===== config.mk =====
export PLATFORM = sky130hd
export DESIGN_NAME = apb_request_arbiter
export DESIGN_NICKNAME = d
export VERILOG_FILES = /design/src/rtl/apb_arb_pkg.sv /design/src/rtl/rr_grant2.sv /design/src/rtl/apb_request_arbiter.sv
export SDC_FILE = /design/constraint.sdc
export NUM_CORES = 1
export LEC_CHECK = 0
export ABC_CLOCK_PERIOD_IN_PS = 3900
export CAP_MARGIN = 40
export CELL_PAD_IN_SITES_DETAIL_PLACEMENT = 1
export CELL_PAD_IN_SITES_GLOBAL_PLACEMENT = 1
export CORE_MARGIN = 3
export CORE_UTILIZATION = 30
export DETAILED_ROUTE_END_ITERATION = 10
export HOLD_SLACK_MARGIN = 0.12
export PLACE_DENSITY = 0.85
export SLEW_MARGIN = 25
export SYNTH_ARGS = -nofsm -noshare
export SYNTH_HDL_FRONTEND = slang
export SYNTH_SLANG_ARGS = --single-unit

===== constraint.sdc =====
create_clock -name clk -period 3.9 [get_ports clk]
set_clock_uncertainty 0.05 [all_clocks]
set_input_delay 0.78 -clock clk [delete_from_list [all_inputs] [get_ports clk]]
set_output_delay 0.78 -clock clk [all_outputs]
set_load 0.02 [all_outputs]

===== src/rtl/apb_arb_pkg.sv =====
// rtl/apb_arb_pkg.sv - shared types for the two-requester APB command arbiter
package apb_arb_pkg;

  localparam int NUM_REQ = 2;
  localparam int ARB_DW  = 8;

  typedef enum logic [1:0] {
    IDLE  = 2'd0,
    ISSUE = 2'd1,
    WAIT  = 2'd2,
    DONE  = 2'd3
  } arb_state_t;

  // Field widths are fixed at ARB_DW; the arbiter's DW must match.
  typedef struct packed {
    logic              write;
    logic [1:0]        sel;
    logic [ARB_DW-1:0] addr;
    logic [ARB_DW-1:0] wdata;
    logic [ARB_DW-1:0] wait_cycles;
  } arb_cmd_t;

endpackage


===== src/rtl/rr_grant2.sv =====
// rtl/rr_grant2.sv - combinational two-way round-robin picker
module rr_grant2 (
  input  logic [1:0] req,
  input  logic       last,
  output logic       valid,
  output logic       idx
);

  assign valid = |req;

  // On contention the requester that did not win last time goes next.
  always_comb begin
    idx = 1'b0;
    case (req)
      2'b01:   idx = 1'b0;
      2'b10:   idx = 1'b1;
      2'b11:   idx = ~last;
      default: idx = 1'b0;
    endcase
  end

endmodule


===== src/rtl/apb_request_arbiter.sv =====
// rtl/apb_request_arbiter.sv - shares one APB_Master command port between two requesters
// Optional WAIT watchdog is enabled by defining APB_ARB_TIMEOUT_EN.
module apb_request_arbiter
  import apb_arb_pkg::*;
#(
  parameter int DW             = ARB_DW,
  parameter int TIMEOUT_CYCLES = 64
) (
  input  logic                       clk,
  input  logic                       reset,
  input  logic [NUM_REQ-1:0]         req,
  input  logic [NUM_REQ-1:0]         req_write,
  input  logic [NUM_REQ-1:0][1:0]    req_sel,
  input  logic [NUM_REQ-1:0][DW-1:0] req_addr,
  input  logic [NUM_REQ-1:0][DW-1:0] req_wdata,
  input  logic [NUM_REQ-1:0][DW-1:0] req_wait_cycles,
  output logic [NUM_REQ-1:0]         done,
  output logic [DW-1:0]              resp_rdata,
  output logic                       resp_err,
  output logic                       grant,
  output logic                       busy,
  output logic                       start,
  output logic                       write,
  output logic [1:0]                 sel,
  output logic [DW-1:0]              addr,
  output logic [DW-1:0]              wdata,
  output logic [DW-1:0]              wait_cycles,
  input  logic                       stable,
  input  logic [DW-1:0]              rdata
);

  arb_state_t    state_q, state_d;
  arb_cmd_t      cmd_q, cmd_d;
  logic          grant_q, grant_d;
  logic [DW-1:0] resp_rdata_q, resp_rdata_d;
  logic          pick_valid;
  logic          pick_idx;

  rr_grant2 u_pick (
    .req   (req),
    .last  (grant_q),
    .valid (pick_valid),
    .idx   (pick_idx)
  );

`ifdef APB_ARB_TIMEOUT_EN
  localparam int CNT_W = (TIMEOUT_CYCLES > 2) ? $clog2(TIMEOUT_CYCLES) : 1;
  logic [CNT_W-1:0] cnt_q, cnt_d;
  logic             resp_err_q, resp_err_d;
  logic             expired;

  assign expired = (cnt_q == CNT_W'(TIMEOUT_CYCLES - 1));
`else
  localparam int unused_timeout_cycles = TIMEOUT_CYCLES;
`endif

  always_comb begin
    state_d      = state_q;
    cmd_d        = cmd_q;
    grant_d      = grant_q;
    resp_rdata_d = resp_rdata_q;
`ifdef APB_ARB_TIMEOUT_EN
    cnt_d        = cnt_q;
    resp_err_d   = resp_err_q;
`endif
    case (state_q)
      IDLE: begin
        if (pick_valid) begin
          grant_d           = pick_idx;
          cmd_d.write       = req_write[pick_idx];
          cmd_d.sel         = req_sel[pick_idx];
          cmd_d.addr        = req_addr[pick_idx];
          cmd_d.wdata       = req_wdata[pick_idx];
          cmd_d.wait_cycles = req_wait_cycles[pick_idx];
          state_d           = ISSUE;
        end
      end
      // stable is deliberately not looked at here: it may be left over from the previous transfer.
      ISSUE: begin
        state_d = WAIT;
`ifdef APB_ARB_TIMEOUT_EN
        cnt_d   = '0;
`endif
      end
      WAIT: begin
        if (stable) begin
          resp_rdata_d = rdata;
          state_d      = DONE;
`ifdef APB_ARB_TIMEOUT_EN
          resp_err_d   = 1'b0;
        end else if (expired) begin
          resp_rdata_d = '0;
          resp_err_d   = 1'b1;
          state_d      = DONE;
        end else begin
          cnt_d        = cnt_q + CNT_W'(1);
`endif
        end
      end
      DONE:    state_d = IDLE;
      default: state_d = IDLE;
    endcase
  end

  always_ff @(posedge clk or posedge reset) begin
    if (reset) begin
      state_q      <= IDLE;
      cmd_q        <= '0;
      grant_q      <= 1'b1;
      resp_rdata_q <= '0;
`ifdef APB_ARB_TIMEOUT_EN
      cnt_q        <= '0;
      resp_err_q   <= 1'b0;
`endif
    end else begin
      state_q      <= state_d;
      cmd_q        <= cmd_d;
      grant_q      <= grant_d;
      resp_rdata_q <= resp_rdata_d;
`ifdef APB_ARB_TIMEOUT_EN
      cnt_q        <= cnt_d;
      resp_err_q   <= resp_err_d;
`endif
    end
  end

  assign done        = (state_q == DONE) ? (grant_q ? 2'b10 : 2'b01) : 2'b00;
  assign busy        = (state_q != IDLE);
  assign start       = (state_q == ISSUE);
  assign grant       = grant_q;
  assign resp_rdata  = resp_rdata_q;
  assign write       = cmd_q.write;
  assign sel         = cmd_q.sel;
  assign addr        = cmd_q.addr;
  assign wdata       = cmd_q.wdata;
  assign wait_cycles = cmd_q.wait_cycles;
`ifdef APB_ARB_TIMEOUT_EN
  assign resp_err    = resp_err_q;
`else
  assign resp_err    = 1'b0;
`endif

endmodule

======== Word-level counts from Yosys, hierarchy flattened ========
Index checks and enable logic that the tools add are counted.
operators by class
  $lt $le $gt $ge ......................... 1
  equal/unequal tests ..................... 7
  mux-type cells .......................... 16
  bitwise gates (word level) .............. 1
  reductions and logical operators ........ 6
operators by type and width
  operator                                                                       count
  8-bit two-way mux                                                              6
  2-bit two-way mux                                                              6
  2-bit == test (second input constant)                                          4
  2-bit case mux with 4 select lines                                             1
  2-bit AND reduction                                                            3
  2-bit inequality test (second input constant)                                  2
  2-bit by 1-bit == test with 1-bit output (second input constant)               1
  2-bit zero test                                                                1
  1-bit by 2-bit less-than comparator with 1-bit output (second input constant)  1
  1-bit two-way mux                                                              2
  1-bit case mux with 2 select lines                                             1
  2-bit nonzero test                                                             1
  2-bit OR reduction                                                             1
  1-bit inverter                                                                 1
storage, ports and cells
  bits in registers ....................... 38
  input port bits ......................... 67
  output and inout bits ................... 41
  logic and storage cells ................. 39

======== Depth between registers and ports, before layout ========
Gate-level depths: netlist of run 1.
  word-level depth ........................ 4
  depth in mapped cells ................... 7

======== Hierarchy ========
Synthesis of run 1 repeated with hierarchy kept, for this count alone.
unflattened totals
  cell total of the unflattened synthesis .. 157
  area total of the unflattened synthesis .. 1,803.0 µm²
modules (own cells, without submodules)
  module               instances  cells each  area each (µm²)  seq. area each (µm²)
  apb_request_arbiter  1          155         1,789.2          952.2
  rr_grant2            1          2           13.8             0.0

======== Least setup slack after synthesis of run 1 ========
Ideal clock, no wire load.
  kind .................................... register to output
  start ................................... register grant_q, in the netlist grant
  end ..................................... output done[0]
  arrival ................................. 0.896 ns
  data required time ...................... 3.070 ns
  path slack .............................. 2.174 ns
  stages on the path, launching flop included .. 2
  buffers on the path ..................... 0
  cell sequence ........................... dfstp_2 and2b_1
between the ends
  cells in the longest elaborated chain, start to end .. 2
RTL lines
  element                         RTL line                    RTL
  start: declaration              apb_request_arbiter.sv:34   logic grant_q, grant_d;
  start signal: assignment        apb_request_arbiter.sv:118  grant_q <= grant_d;
  2-bit two-way mux (2 in a row)  apb_request_arbiter.sv:127  assign done = (state_q == DONE) ? (grant_q ? 2'b10 : 2'b01) : 2'b00;
  end: declaration                apb_request_arbiter.sv:17   output logic [NUM_REQ-1:0] done,
No other way between the ends.

======== Worst setup path in the final report of run 1 ========
  start ................................... register state_q[0]
  end ..................................... output busy
between the ends
  cells in the longest elaborated chain, start to end .. 1
RTL lines
  element                   RTL line                    RTL
  start: declaration        apb_request_arbiter.sv:32   arb_state_t state_q, state_d;
  start signal: assignment  apb_request_arbiter.sv:116  state_q <= state_d;
  2-bit nonzero test        apb_request_arbiter.sv:128  assign busy = (state_q != IDLE);
  end: declaration          apb_request_arbiter.sv:21   output logic busy,
No other way between the ends.

==> out/results.ini, run 1 <==
[sta]
fmax_mhz=394.8
worst_slew_pin_slew_ns=0.7238
finalCritPeriodShare_pct=64.94
rsz0062_at_grt=no
hold_viol_final=0
drv_slew=0
finalSetupViolCount=0
fin_setup_tns_ns=0
relSlewSlack_pct=51.63
finalCriticalPeriod_ns=2.533

[cts]
cts_tree=yes
insertion_delay_ns=0.28
cts_hold_buf=0
cts.sinks=38
cts_buffers=5
clk_pin_slew_worst_paths_ns=0.07
cts_setup_buffers=0
cts_resized=0
clockBufferDepth=2
cts-root-buf=clkbuf_8
htreeDepth=2

[layout]
multi_input_area_um2=895.9
final_util_pct=49.26
final_cell_mix=106 x clkdlybuf4s50_1, 37 x dfrtp_1, 36 x nand2_1
ff_latch_area_um2=952.2
diodes=0
layout_commonest_cell=clkdlybuf4s50_1
final_nets=366
syn2layout_area_growth_pct=57.62
drive_gt1_share_pct=20.68
n_fill_cell=731

[global_routing]
antenna_found_initial=0
grt_pass1_vias=1879
grt_usage_pct=14.76
grt_max_degree=39
grt_pass1_wl_um=8845
gr-total-overflow=0

[placement]
port_buffers=106
place.detailed.hpwl_um=4230
gp_congestion=0.7873

[power]
switching_share_pct=40.01
p_sw_w=0.0009349
intPower_w=0.001402
power.leakage_nw=1.265
pwr-share-comb_pct=57.3
ir_drop_mv=0.3258
p_clk_share_pct=12.0
power_frac_seq_pct=30.7
pwr_density_cell_mw_per_mm2=742.8

[routing]
wire_per_inst_um=14.70
viasPerCell=4.696
totalWireLength_um=5468
drc=0
first_iter_violations=56
routed-via-count=1747
antenna_left=0
drtPass1Iterations=4

[synth]
ys_warn_count=0
synth.distinct_cells=22
synth_seq_cells=38
synthMuxAreaShare_pct=5.078
yosys.area_share.xor_xnor_pct=0
syn_nets=261
netlist_area_mm2=0.001996
seq_area_frac_synth_pct=47.71
synth_simple_gate_area_share_pct=18.87
syn_inst=189
synth_compound_gate_area_share_pct=17.55
synth_top_family_by_area=simple AND/OR/NAND/NOR gates
synth-adder-area-share_pct=3.135
avgSynthCellArea_um2=10.56

[floorplanning]
die-area_mm2=0.007667
die_h_um=87.56
core_area_mm2=0.006386
start_util_pct=31.25
dieWidth_um=87.56
num_rows=29
num_io_pins=108

[critical_path]
cp-start-kind=register
cp-end-kind=output pin
setup.worst_path.class=register to output pin
worst_ep_required_time_ns=3.07
worstPathMaxFanout=5
cp.arrival_ns=1.70

[min_path]
hp-class=register to register

[run]
maxCapViolations=0

[outcome]
status=finished, final reports clean

[Yosys cell counts]
cell | number | share of area (%)
a31oi_1 | 9 | 2.8
nor3b_1 | 1 | 0.38
o21a_1 | 1 | 0.38
and2_1 | 1 | 0.31
conb_1 | 1 | 0.19
inv_1 | 5 | 0.94
and2b_1 | 1 | 0.38
a21boi_4 | 1 | 0.94
nand2_2 | 19 | 6.0
buf_4 | 6 | 2.3
mux2_2 | 9 | 5.1
a21bo_1 | 1 | 0.50
o32a_1 | 1 | 0.50
buf_6 | 4 | 2.3
a21oi_1 | 2 | 0.50
dfstp_2 | 1 | 1.3
nor2_1 | 27 | 5.1
dfrtp_1 | 37 | 46
ha_1 | 5 | 3.1
nand2_1 | 36 | 6.8
buf_12 | 2 | 2.0
a31oi_2 | 19 | 12
[critical path: stages, from the launching register on]
cell and delay, ns:
dfrtp_1 0.40, inv_1 0.10, ha_1 0.26, inv_1 0.07, clkdlybuf4s50_1 0.59
[worst paths after layout]
check,start,endpoint,slack [ns],cells after the start
worst max register to register,state_q[0],wait_cycles[2],2.23,6
min in group asynchronous,reset,resp_rdata[2],0.87,3
worst max-delay path,state_q[0],busy,1.37,4
max in group asynchronous,reset,grant,2.57,3
worst min register to register,resp_rdata[3],resp_rdata[3],0.45,1
worst min-delay path,resp_rdata[3],resp_rdata[3],0.45,1
[routing by layer]
layer	wire length (µm)	part of all wire (%)	track usage, %	vias up
li1	-	-	-	838
met5	0	0	0	-
met2	2802	51	27.26	71
met3	437	8.0	3.575	8
met4	84	1.5	4.603	0
met1	2144	39	16.63	830
[cells by family after synthesis]
family,after synthesis
buffers and inverters,17
adder cells (fa/ha/maj),5
flip-flops,38
other,1
AND/OR/NAND/NOR,85
multiplexers,9
AO/OA/AOI/OAI,34
[state kept, by name, indices dropped and copies added (netlist names)]
name         count
addr             8
grant            1
resp_rdata       8
sel              2
state_q          2
wait_cycles      8
wdata            8
write            1
[metrics by stage]
step           total power, W  instances  instance area [µm²]  setup slack (ns)  hold slack (ns)
2_1_floorplan        0.001527        189                 1996             2.174           0.4780
3_3_place_gp         0.002038        364                 3054             1.428           0.4353
3_5_place_dp         0.002097        364                 3054             1.305           0.4448
4_1_cts              0.002383        372                 3146             1.345           0.4623
5_1_grt              0.002513        372                 3146             1.253           0.4661
6_report             0.002337        372                 3146             1.367           0.4547
[power groups by stage]
stage / Sequential, W / Combinational, W / Clock (W)
after CTS: 0.000723 / 0.00137 / 0.000293
after global placement: 0.000718 / 0.00132 / 0
after floorplan: 0.000950 / 0.000577 / 0
after detailed placement: 0.000732 / 0.00137 / 0
final: 0.000717 / 0.00134 / 0.000281
after global routing: 0.000748 / 0.00146 / 0.000308
[layout make-up]
type,count,area share [%]
clock buffers,7,2.745
well taps,77,3.063
clock inverters,1,0.1591
inverters,5,0.5967
repair buffers,110,34.69
flip-flops and latches,38,30.27
multi-input cells,134,28.48
Note: power is estimated with default switching activity, not from simulation.
==> run 2, diff against run 1 <==
--- a/config.mk
+++ b/config.mk
@@ -5,15 +5,15 @@
 export SDC_FILE = /design/constraint.sdc
 export NUM_CORES = 1
 export LEC_CHECK = 0
-export ABC_CLOCK_PERIOD_IN_PS = 3900
+export ABC_CLOCK_PERIOD_IN_PS = 2140
 export CAP_MARGIN = 40
 export CELL_PAD_IN_SITES_DETAIL_PLACEMENT = 1
 export CELL_PAD_IN_SITES_GLOBAL_PLACEMENT = 1
 export CORE_MARGIN = 3
-export CORE_UTILIZATION = 30
+export CORE_UTILIZATION = 26
 export DETAILED_ROUTE_END_ITERATION = 10
 export HOLD_SLACK_MARGIN = 0.12
-export PLACE_DENSITY = 0.85
+export PLACE_DENSITY = 0.78
 export SLEW_MARGIN = 25
 export SYNTH_ARGS = -nofsm -noshare
 export SYNTH_HDL_FRONTEND = slang
==> constraint.sdc (replaced) <==
create_clock -name clk -period 2.14 [get_ports clk]
set_clock_uncertainty 0.05 [all_clocks]
set_input_delay 0.428 -clock clk [delete_from_list [all_inputs] [get_ports clk]]
set_output_delay 0.428 -clock clk [all_outputs]
set_load 0.02 [all_outputs]
==> out/results.ini, run 2 (synthesis gave the netlist of run 1 again) <==
[outcome]
status=finished, final reports clean

[sta]
holdWs_ns=0.3690  ; -0.08577 ns
hold_viol_final=0  ; unchanged
rsz0062_at_grt=no
worst_slew_pin_slew_ns=0.5106  ; -0.2132 ns
finalSetupViolCount=0  ; unchanged
fmax_mhz=489.8
finalCriticalPeriod_ns=2.041
drv_slew=0  ; unchanged
relSlewSlack_pct=65.75  ; +14 points
setup_ws_ns=0.09852  ; -1.269 ns
fin_setup_tns_ns=0  ; unchanged
finalCritPeriodShare_pct=95.40

[cts]
cts.sinks=38  ; unchanged
clk_pin_slew_worst_paths_ns=0.08  ; about the same
cts_setup_buffers=0  ; unchanged
cts_buffers=5  ; unchanged
cts-root-buf=clkbuf_8
cts_tree=yes
clockBufferDepth=2  ; unchanged
htreeDepth=2  ; unchanged
insertion_delay_ns=0.28  ; about the same

[power]
total_power_w=0.004298  ; +84%
ir_drop_mv=0.3972  ; +22%
power.leakage_nw=1.318  ; +4.2%
pwr_density_cell_mw_per_mm2=1327  ; +79%

[floorplanning]
core_area_mm2=0.007331  ; +15%
dieWidth_um=93.61  ; +6.9%
num_io_pins=108  ; unchanged
die-area_mm2=0.008763  ; +14%
start_util_pct=27.22  ; -4.0 points
num_rows=31  ; +6.9%
die_h_um=93.61  ; +6.9%

[critical_path]
cp-start-kind=register
rrSetupSlack_ns=0.51  ; -1.72 ns
cp-end-kind=output pin
worstPathMaxFanout=4  ; -1
worst_ep_required_time_ns=1.66  ; -1.41 ns
cp.arrival_ns=1.56  ; -0.14 ns
setup.worst_path.class=register to output pin
slowest_stage=clkdlybuf4s50_1
cp_cell_sequence=inv_1 -> ha_1 -> clkdlybuf4s50_1
max_stage_delay_ns=0.60  ; about the same

[placement]
preCtsSetupSlack_ns=0.2419  ; -1.063 ns
port_buffers=106  ; unchanged
place.detailed.hpwl_um=4312  ; +1.9%
gp_congestion=0.7422  ; -5.7%

[global_routing]
grt_max_degree=55  ; +41%
grt_pass1_wl_um=9121  ; +3.1%
gr-total-overflow=0  ; unchanged
grt_pass1_vias=1894  ; +0.80%
grt_usage_pct=13.10  ; -1.7 points
antenna_found_initial=0  ; unchanged

[layout]
final_cell_mix=103 x clkdlybuf4s50_1, 37 x dfrtp_1, 36 x nand2_1
n_fill_cell=825  ; +13%
drive_gt1_share_pct=21.28  ; +0.61 points
layout_commonest_cell=clkdlybuf4s50_1
ff_latch_area_um2=952.2  ; unchanged
multi_input_area_um2=895.9  ; unchanged
diodes=0  ; unchanged
syn2layout_area_growth_pct=62.26
final_nets=367  ; +0.27%

[routing]
totalWireLength_um=5535  ; +1.2%
wire_per_inst_um=14.01  ; -4.7%
drtPass1Iterations=4  ; unchanged
antenna_left=0  ; unchanged
first_iter_violations=42  ; -25%
viasPerCell=4.327  ; -7.9%
drc=0  ; unchanged
routed-via-count=1709  ; -2.2%

[run]
maxCapViolations=0  ; unchanged

[min_path]
hp-class=input pin to async pin

## run 2: path summary, 6_finish.rpt
kind                          startpoint            end  cells past startpoint
setup / recovery              state_q[1]          start                      3
max in group asynchronous          reset        addr[0]                      3
hold reg to reg            resp_rdata[2]  resp_rdata[2]                      1
hold / removal                     reset  resp_rdata[2]                      2
min in group clk           resp_rdata[2]  resp_rdata[2]                      1
setup reg to reg              state_q[0]     state_q[1]                      5
## run 2: layout make-up
cell class / instances / area share (%)
Multi-Input combinational cell: 134 / 27.67
Timing Repair Buffer: 111 / 35.59
Sequential cell: 38 / 29.40
Tap cell: 99 / 3.825
Clock buffer: 6 / 2.550
Inverter: 5 / 0.5796
Clock inverter: 2 / 0.3864
## run 2: metrics by stage
| step | std cells | utilization [%] | cell area [µm²] |
|---|---|---|---|
| 3_5_place_dp | 387 | 42.82 | 3139 |
| 4_1_cts | 395 | 44.10 | 3233 |
| 3_3_place_gp | 387 | 42.82 | 3139 |
| 6_report | 395 | 44.17 | 3238 |
| 5_1_grt | 395 | 44.17 | 3238 |
| 2_1_floorplan | 189 | - | 1996 |
## run 2: power breakdown
part | total, W | switching [W] | internal [W]
clock | 0.000509 | 0.000250 | 0.000259
sequential | 0.00131 | 0.000212 | 0.00110
combinational | 0.00248 | 0.00125 | 0.00123
## run 2: timing repair
action | CTS | global route
resized for setup | 1 | 2
hold buffers | 0 | 0
endpoints found under the setup margin | 1 | 2
## run 2: worst max-delay path: cells and delay by family, from the launching register on
kind | cells | cell delay (ns)
DFF | 1 | 0.42
buffers and inverters | 2 | 0.72
adders and majority gates | 1 | 0.15
## run 2: layer usage
metal | track usage [%] | share of wire (%) | wire (µm) | up-vias
li1 | - | - | - | 844
met1 | 15.07 | 41 | 2291 | 795
met2 | 23.29 | 50 | 2752 | 68
met3 | 4.666 | 8.4 | 464 | 2
met4 | 2.888 | 0.49 | 27 | 0
met5 | 0 | 0 | 0 | -
